[src/rtl/alu_sequencer.sv]
// Sequences one ALU operation through latch-based operand/result registers:
// load A, load B, let the ALU settle, strobe the result, pulse done.
module alu_sequencer #(
  parameter int BIT_COUNT   = 8,
  parameter int OP_BITS     = 3,
  parameter int EXEC_CYCLES = 2
) (
  input  logic                 clk,
  input  logic                 reset,
  input  logic                 start,
  input  logic                 abort,
  input  logic [BIT_COUNT-1:0] op_a,
  input  logic [BIT_COUNT-1:0] op_b,
  input  logic [OP_BITS-1:0]   opcode,
  output logic                 ready,
  output logic                 busy,
  output logic [BIT_COUNT-1:0] bus_data,
  output logic                 store_a,
  output logic                 store_b,
  output logic                 store_result,
  output logic [OP_BITS-1:0]   alu_opcode,
  output logic                 done
);

  localparam int EXEC_EFF = (EXEC_CYCLES < 1) ? 1 : EXEC_CYCLES;
  localparam int CNT_W    = (EXEC_EFF > 1) ? $clog2(EXEC_EFF) : 1;
  localparam logic [CNT_W-1:0] EXEC_LAST = CNT_W'(EXEC_EFF - 1);

  typedef enum logic [2:0] {
    S_IDLE,
    S_LOAD_A,
    S_HOLD_A,
    S_LOAD_B,
    S_HOLD_B,
    S_EXECUTE,
    S_WRITE_BACK,
    S_DONE
  } state_t;

  state_t               state;
  logic [CNT_W-1:0]     exec_cnt;
  logic [BIT_COUNT-1:0] b_hold;

  // NOTE: b_hold is pure data that is always written at accept before it is
  // ever driven onto the bus, so it carries no reset and stays a plain flop.
  always_ff @(posedge clk) begin
    if (state == S_IDLE && start) begin
      b_hold <= op_b;
    end
  end

  // NOTE: every register here uses non-blocking assignment so all flops update
  // together from pre-edge values; blocking would create order-dependent logic.
  always_ff @(posedge clk or posedge reset) begin
    if (reset) begin
      state        <= S_IDLE;
      ready        <= 1'b1;
      busy         <= 1'b0;
      store_a      <= 1'b0;
      store_b      <= 1'b0;
      store_result <= 1'b0;
      done         <= 1'b0;
      bus_data     <= '0;
      alu_opcode   <= '0;
      exec_cnt     <= '0;
    end else begin
      // Strobes default low so each one is exactly a single cycle wide.
      store_a      <= 1'b0;
      store_b      <= 1'b0;
      store_result <= 1'b0;
      done         <= 1'b0;

      if (state != S_IDLE && abort) begin
        state    <= S_IDLE;
        ready    <= 1'b1;
        busy     <= 1'b0;
        exec_cnt <= '0;
      end else begin
        unique case (state)
          S_IDLE: begin
            if (start) begin
              state      <= S_LOAD_A;
              store_a    <= 1'b1;
              bus_data   <= op_a;
              alu_opcode <= opcode;
              ready      <= 1'b0;
              busy       <= 1'b1;
            end
          end
          S_LOAD_A: state <= S_HOLD_A;
          S_HOLD_A: begin
            state    <= S_LOAD_B;
            store_b  <= 1'b1;
            bus_data <= b_hold;
          end
          S_LOAD_B: state <= S_HOLD_B;
          S_HOLD_B: begin
            state    <= S_EXECUTE;
            exec_cnt <= '0;
          end
          S_EXECUTE: begin
            if (exec_cnt == EXEC_LAST) begin
              state        <= S_WRITE_BACK;
              store_result <= 1'b1;
              exec_cnt     <= '0;
            end else begin
              exec_cnt <= exec_cnt + 1'b1;
            end
          end
          S_WRITE_BACK: begin
            state <= S_DONE;
            done  <= 1'b1;
          end
          S_DONE: begin
            state <= S_IDLE;
            ready <= 1'b1;
            busy  <= 1'b0;
          end
          default: begin
            state <= S_IDLE;
            ready <= 1'b1;
            busy  <= 1'b0;
          end
        endcase
      end
    end
  end

endmodule

[config.mk]
export PLATFORM = sky130hd
export DESIGN_NAME = alu_sequencer
export DESIGN_NICKNAME = d
export VERILOG_FILES = /design/src/rtl/alu_sequencer.sv
export SDC_FILE = /design/constraint.sdc
export NUM_CORES = 1
export LEC_CHECK = 0
export BUFFER_PORTS_ARGS = -buffer_cell sky130_fd_sc_hd__clkbuf_2
export CORE_MARGIN = 2
export CORE_UTILIZATION = 28
export CTS_CLUSTER_SIZE = 12
export DETAILED_ROUTE_END_ITERATION = 8
export PLACE_DENSITY_LB_ADDON = 0.1
export SYNTH_ARGS = -nofsm -noshare
export SYNTH_HDL_FRONTEND = slang
export SYNTH_SLANG_ARGS = --single-unit
[constraint.sdc]
create_clock -name clk -period 2.4 [get_ports clk]
set_clock_uncertainty 0.2 [all_clocks]
set_input_delay 0.24 -clock clk [delete_from_list [all_inputs] [get_ports clk]]
set_output_delay 0.24 -clock clk [all_outputs]
set_load 0.05 [all_outputs]
* After elaboration in Yosys (flattened, before gate mapping)
Index checks and enable logic that the tools add are counted.
** Cells by class
- Add/subtract/negate cells :: 1
- Equal/unequal tests :: 10
- Mux-type cells :: 25
- Bitwise operators :: 1
- Reductions and logical operators :: 11
** Operators by type and width (number)
- one-hot mux 3 bit (8 select lines) :: 1
- 2-to-1 mux 1 bit :: 16
- one-hot mux 8 bit (2 select lines) :: 1
- equality test 3 bit (second input constant) :: 4
- 2-to-1 mux 3 bit :: 3
- nonzero test 3 bit :: 3
- 2-to-1 mux 8 bit :: 1
- equality test 3 x 2 -> 1 bit (second input constant) :: 2
- one-hot mux 1 bit (2 select lines) :: 3
- AND reduction 3 bit :: 2
- AND reduction 2 bit :: 2
- equality test 3 x 1 -> 1 bit (second input constant) :: 1
- logical NOT 3 bit :: 1
- inequality test 3 x 2 -> 1 bit (second input constant) :: 1
- inequality test 3 bit (second input constant) :: 1
- logical AND 1 bit :: 2
- inequality test 2 bit (second input constant) :: 1
- nonzero test 2 bit :: 1
- adder 1 bit (second input constant) :: 1
- inverter 1 bit :: 1
** Word-level totals
- Register bits after elaboration :: 29
- Logic and storage cells :: 59

* Logic depth before layout (Yosys ltp)
- Depth after elaboration :: 4
- Gate-level depth with buffers :: 5
- Depth with buffers taken out :: 3

* Worst setup path before layout
No wires, ideal clock.
- Path kind :: register -> register
- From :: register state[1]
- To :: register alu_opcode[0]
- Setup time :: 0.125 ns
- Arrival time :: 1.589 ns
- Data required time :: 2.075 ns
- Slack :: 0.486 ns
- Stages on the path, launching flop included :: 5
- Cells stage by stage :: dfrtp_1 > buf_6 > nand2b_4 > nor3_2 > mux2_2
** On the way
- Cells in the longest elaborated chain, start to end :: 4
- Elaborated cells on any way between the ends :: 5
- Classes of those cells :: bitwise (1); reduce/logical (4)
** Ends and longest elaborated chain
- start, declared :: RTL line 40 : state_t state;
- start signal, assigned :: RTL line 56 : state <= S_IDLE;
- start signal, assigned :: RTL line 74 : state <= S_IDLE;
- start signal, assigned :: RTL line 82 : state <= S_LOAD_A;
- nonzero test 3 bit :: RTL line 73 : if (state != S_IDLE && abort) begin
- logical AND 1 bit :: RTL line 73
- inverter 1 bit (no source line)
- AND reduction 3 bit (no source line) (*)
- end signal, assigned :: RTL line 85 : alu_opcode <= opcode;
- end, declared :: RTL line 21 : output logic [OP_BITS-1:0] alu_opcode,
Every way passes the cells marked *; elsewhere a longest branch is shown, timed or not.
A chain may end at the register's enable or synchronous reset.

* Final worst setup path
- From :: register state[1]
- To :: register bus_data[3]
** On the way
- Cells in the longest elaborated chain, start to end :: 4
- Elaborated cells on any way between the ends :: 9
- Classes of those cells :: eq/ne (2); mux (1); bitwise (1); reduce/logical (5)
** Ends and longest elaborated chain
- branches (longest 4 deep; another with equality test 3 x 2 -> 1 bit)
- end signal, assigned :: RTL line 84 : bus_data <= op_a;
- end signal, assigned :: RTL line 94 : bus_data <= b_hold;
- end, declared :: RTL line 17 : output logic [BIT_COUNT-1:0] bus_data,
Parallel ways; which one is timed is not known.

==> results_dict.tcl <==
set metrics [dict create \
    result_of_the_run "finished clean" \
    dr.pass1.iters 3 \
    setup.worst_path.start_class "flip-flop" \
    finalCritPeriodShare_pct 77.1 \
    worstPathMaxFanout 8 \
    die_width_um 69.7 \
    area_growth_syn_to_layout_pct 38.5 \
    filler_cell_count 402 \
    setup_slack_ps 550 \
    final_cell_mix "clkbuf_2, dfrtp_1, mux2_2" \
    holdCritPathClass "input pin to flip-flop" \
    post_synth_instance_area_um2 1210 \
    vias 826 \
    number_of_antenna_diodes 0 \
    utilization_pct 40.9 \
    wirelength_mm 2.32 \
    slew_headroom_pct 46.4 \
    critPathKind "flip-flop to flip-flop" \
    layout_commonest_cell "clkbuf_2" \
    number_of_post_cts_setup_repair_buffers 0 \
    drv.max_cap_violation_count 0 \
    pin_count 40 \
    required_ps 2360 \
    grt_remaining_overflow 0 \
    setup_viol 0 \
    final-max-slew-violation-count 0 \
    synthCells 79 \
    number_of_antenna_violations_at_the_first_check_in_global_routing 0 \
    yosysWarningCount 0 \
    detailed_placement_hpwl_mm 1.68 \
    grt_first_pass_wirelength_mm 4.06 \
    drt_first_iter_violations 12 \
    end_kind "flip-flop" \
    numPortBuffers 39 \
    core_area_um2 4090 \
    postCtsResizedCells 0 \
    period_minus_slack_ps 1850 \
    post_route_cells_drive_above_1_share_pct 53.6 \
    floorplan.initialDensity_pct 29.5 \
    largest_net_degree_at_the_start_of_global_routing 22 \
    route.detailed.wl_per_inst_um 12.4 \
    setup-tns-final_ps 0 \
    route.detailed.vias_per_inst 4.39 \
    synth_nets 102 \
    floorplan.die_area_um2 4850 \
    ctsHtreeMaxLevel 2 \
    tritoncts.num_buffers 5 \
    numClockSinks 29 \
    syn_avg_cell_area_um2 15.3 \
    root_buffer "clkbuf_8" \
    p_leak_nw 0.748 \
    nNetsFinal 160 \
    timing_worst_slew_pin_value_ps 802 \
    data_arrival_time_at_the_worst_slack_endpoint_ps 1810 \
    number_of_rows_in_the_core_area 23 \
    unrepaired_setup_endpoints_after_global_routing "false" \
    max-clock-path-buffers 2 \
    power_mw 2.22 \
    synth-seq-cells 29 \
    timing_hold_violations_final 0 \
    clock.fmax_ghz 0.540 \
    clkSlewWorstSetupHoldPaths_ps 60 \
    synth_cell_types 26 \
    grt_use_total_pct 10.9 \
    fp.dieH_um 69.7 \
    drc 0 \
    dp_worst_setup_slack_ps 512 \
    tritoncts_clock_tree "built" \
    power_density_nw_per_um2 1330 \
    drtAntennaViolNets 0 \
    synth.yosys.seq_area_share_pct 63.5 \
    worstSkewPairLatency_ps 270 \
    first_global_vias 878 \
    vdd_ir_drop_max_uv 656 \
    gp_congestion 0.718 \
]
[layer usage]
layer | wire, um | track usage (%) | share of wire [%]
met1 | 1030 | 13.1 | 44
met2 | 1050 | 16.8 | 45
met3 | 172 | 4.07 | 7.4
met4 | 68 | 6.41 | 2.9
met5 | 0 | 0 | 0
[synth_stat cells]
| cell | count | area (um^2) |
|---|---|---|
| nor3b_1 | 1 | 7.51 |
| o22ai_1 | 1 | 6.26 |
| a211oi_4 | 1 | 20.0 |
| nor3_1 | 2 | 10.0 |
| buf_6 | 1 | 11.3 |
| and2_1 | 2 | 12.5 |
| o21ai_0 | 2 | 10.0 |
| nand2b_1 | 2 | 12.5 |
| o21a_1 | 2 | 15.0 |
| dfstp_2 | 1 | 26.3 |
| a21o_1 | 1 | 7.51 |
| o21bai_1 | 1 | 7.51 |
| nand2b_4 | 2 | 27.5 |
| clkbuf_1 | 1 | 3.75 |
| mux2_2 | 19 | 214 |
| nor4bb_1 | 1 | 10.0 |
| dfrtp_1 | 20 | 500 |
| o211ai_1 | 1 | 7.51 |
| inv_1 | 2 | 7.51 |
| xnor2_1 | 1 | 8.76 |
| edfxtp_1 | 8 | 240 |
| buf_2 | 2 | 10.0 |
| nor2_1 | 1 | 3.75 |
| nor3_2 | 1 | 10.0 |
| a21oi_1 | 2 | 10.0 |
| nand3b_1 | 1 | 7.51 |
[cell type report]
cell class / count / area, um^2 / area share [%]
Clock buffer: 6 / 72.6 / 4.34
Clock inverter: 2 / 10.0 / 0.598
Inverter: 2 / 7.51 / 0.449
Multi-Input combinational cell: 44 / 408 / 24.4
Sequential cell: 29 / 767 / 45.8
Tap cell: 50 / 62.6 / 3.74
Timing Repair Buffer: 55 / 345 / 20.6
[cell families after synthesis]
family	after synthesis	share of synthesized area, %
buffers and inverters	6	2.69
DFF	29	63.5
muxes	19	17.7
AOI/OAI and AO/OA	11	6.94
and+or+nand+nor	13	8.39
xor gates and xnor gates	1	0.726
[repair_timing]
action	CTS	global route
hold buffers	12	0
endpoints found under the hold margin	31	0
endpoints found under the setup margin	0	0
[power breakdown]
group	leakage [nW]	internal, mW	switching, mW
logic	0.371	0.364	0.652
registers	0.332	0.699	0.125
clock network	0.0450	0.200	0.177
total	0.748	1.26	0.954
[registers in the layout, summed over array words and instances (netlist names)]
name / cells
state: 3
store_result: 1
bus_data: 8
b_hold: 8
store_a: 1
ready: 1
alu_opcode: 3
busy: 1
store_b: 1
exec_cnt: 1
done: 1
[through the flow]
stage | area [um^2] | std cells | hold slack (ps)
5_1_grt | 1670 | 188 | 62.2
2_1_floorplan | 1210 | 79 | 15.8
6_report | 1670 | 188 | 48.9
3_5_place_dp | 1470 | 168 | 219
4_1_cts | 1670 | 188 | 39.4
3_3_place_gp | 1470 | 168 | 220
[worst paths after layout]
check / from / to / slack (ps) / cells after the start
worst min-delay path: abort / state[2] / 50 / 2
min in group asynchronous: reset / bus_data[4] / 440 / 3
worst min register to register: ready / ready / 270 / 2
worst max-delay path: state[1] / bus_data[3] / 550 / 3
worst max register to register: state[1] / bus_data[3] / 550 / 3
max in group asynchronous: reset / bus_data[2] / 1050 / 3
[worst max-delay path, cell delays in order, from the launching register on]
cell and delay, ps:
dfrtp_1 490, nand2b_4 210, a211oi_4 450, mux2_2 390
Power figures use the tool's default switching activity.
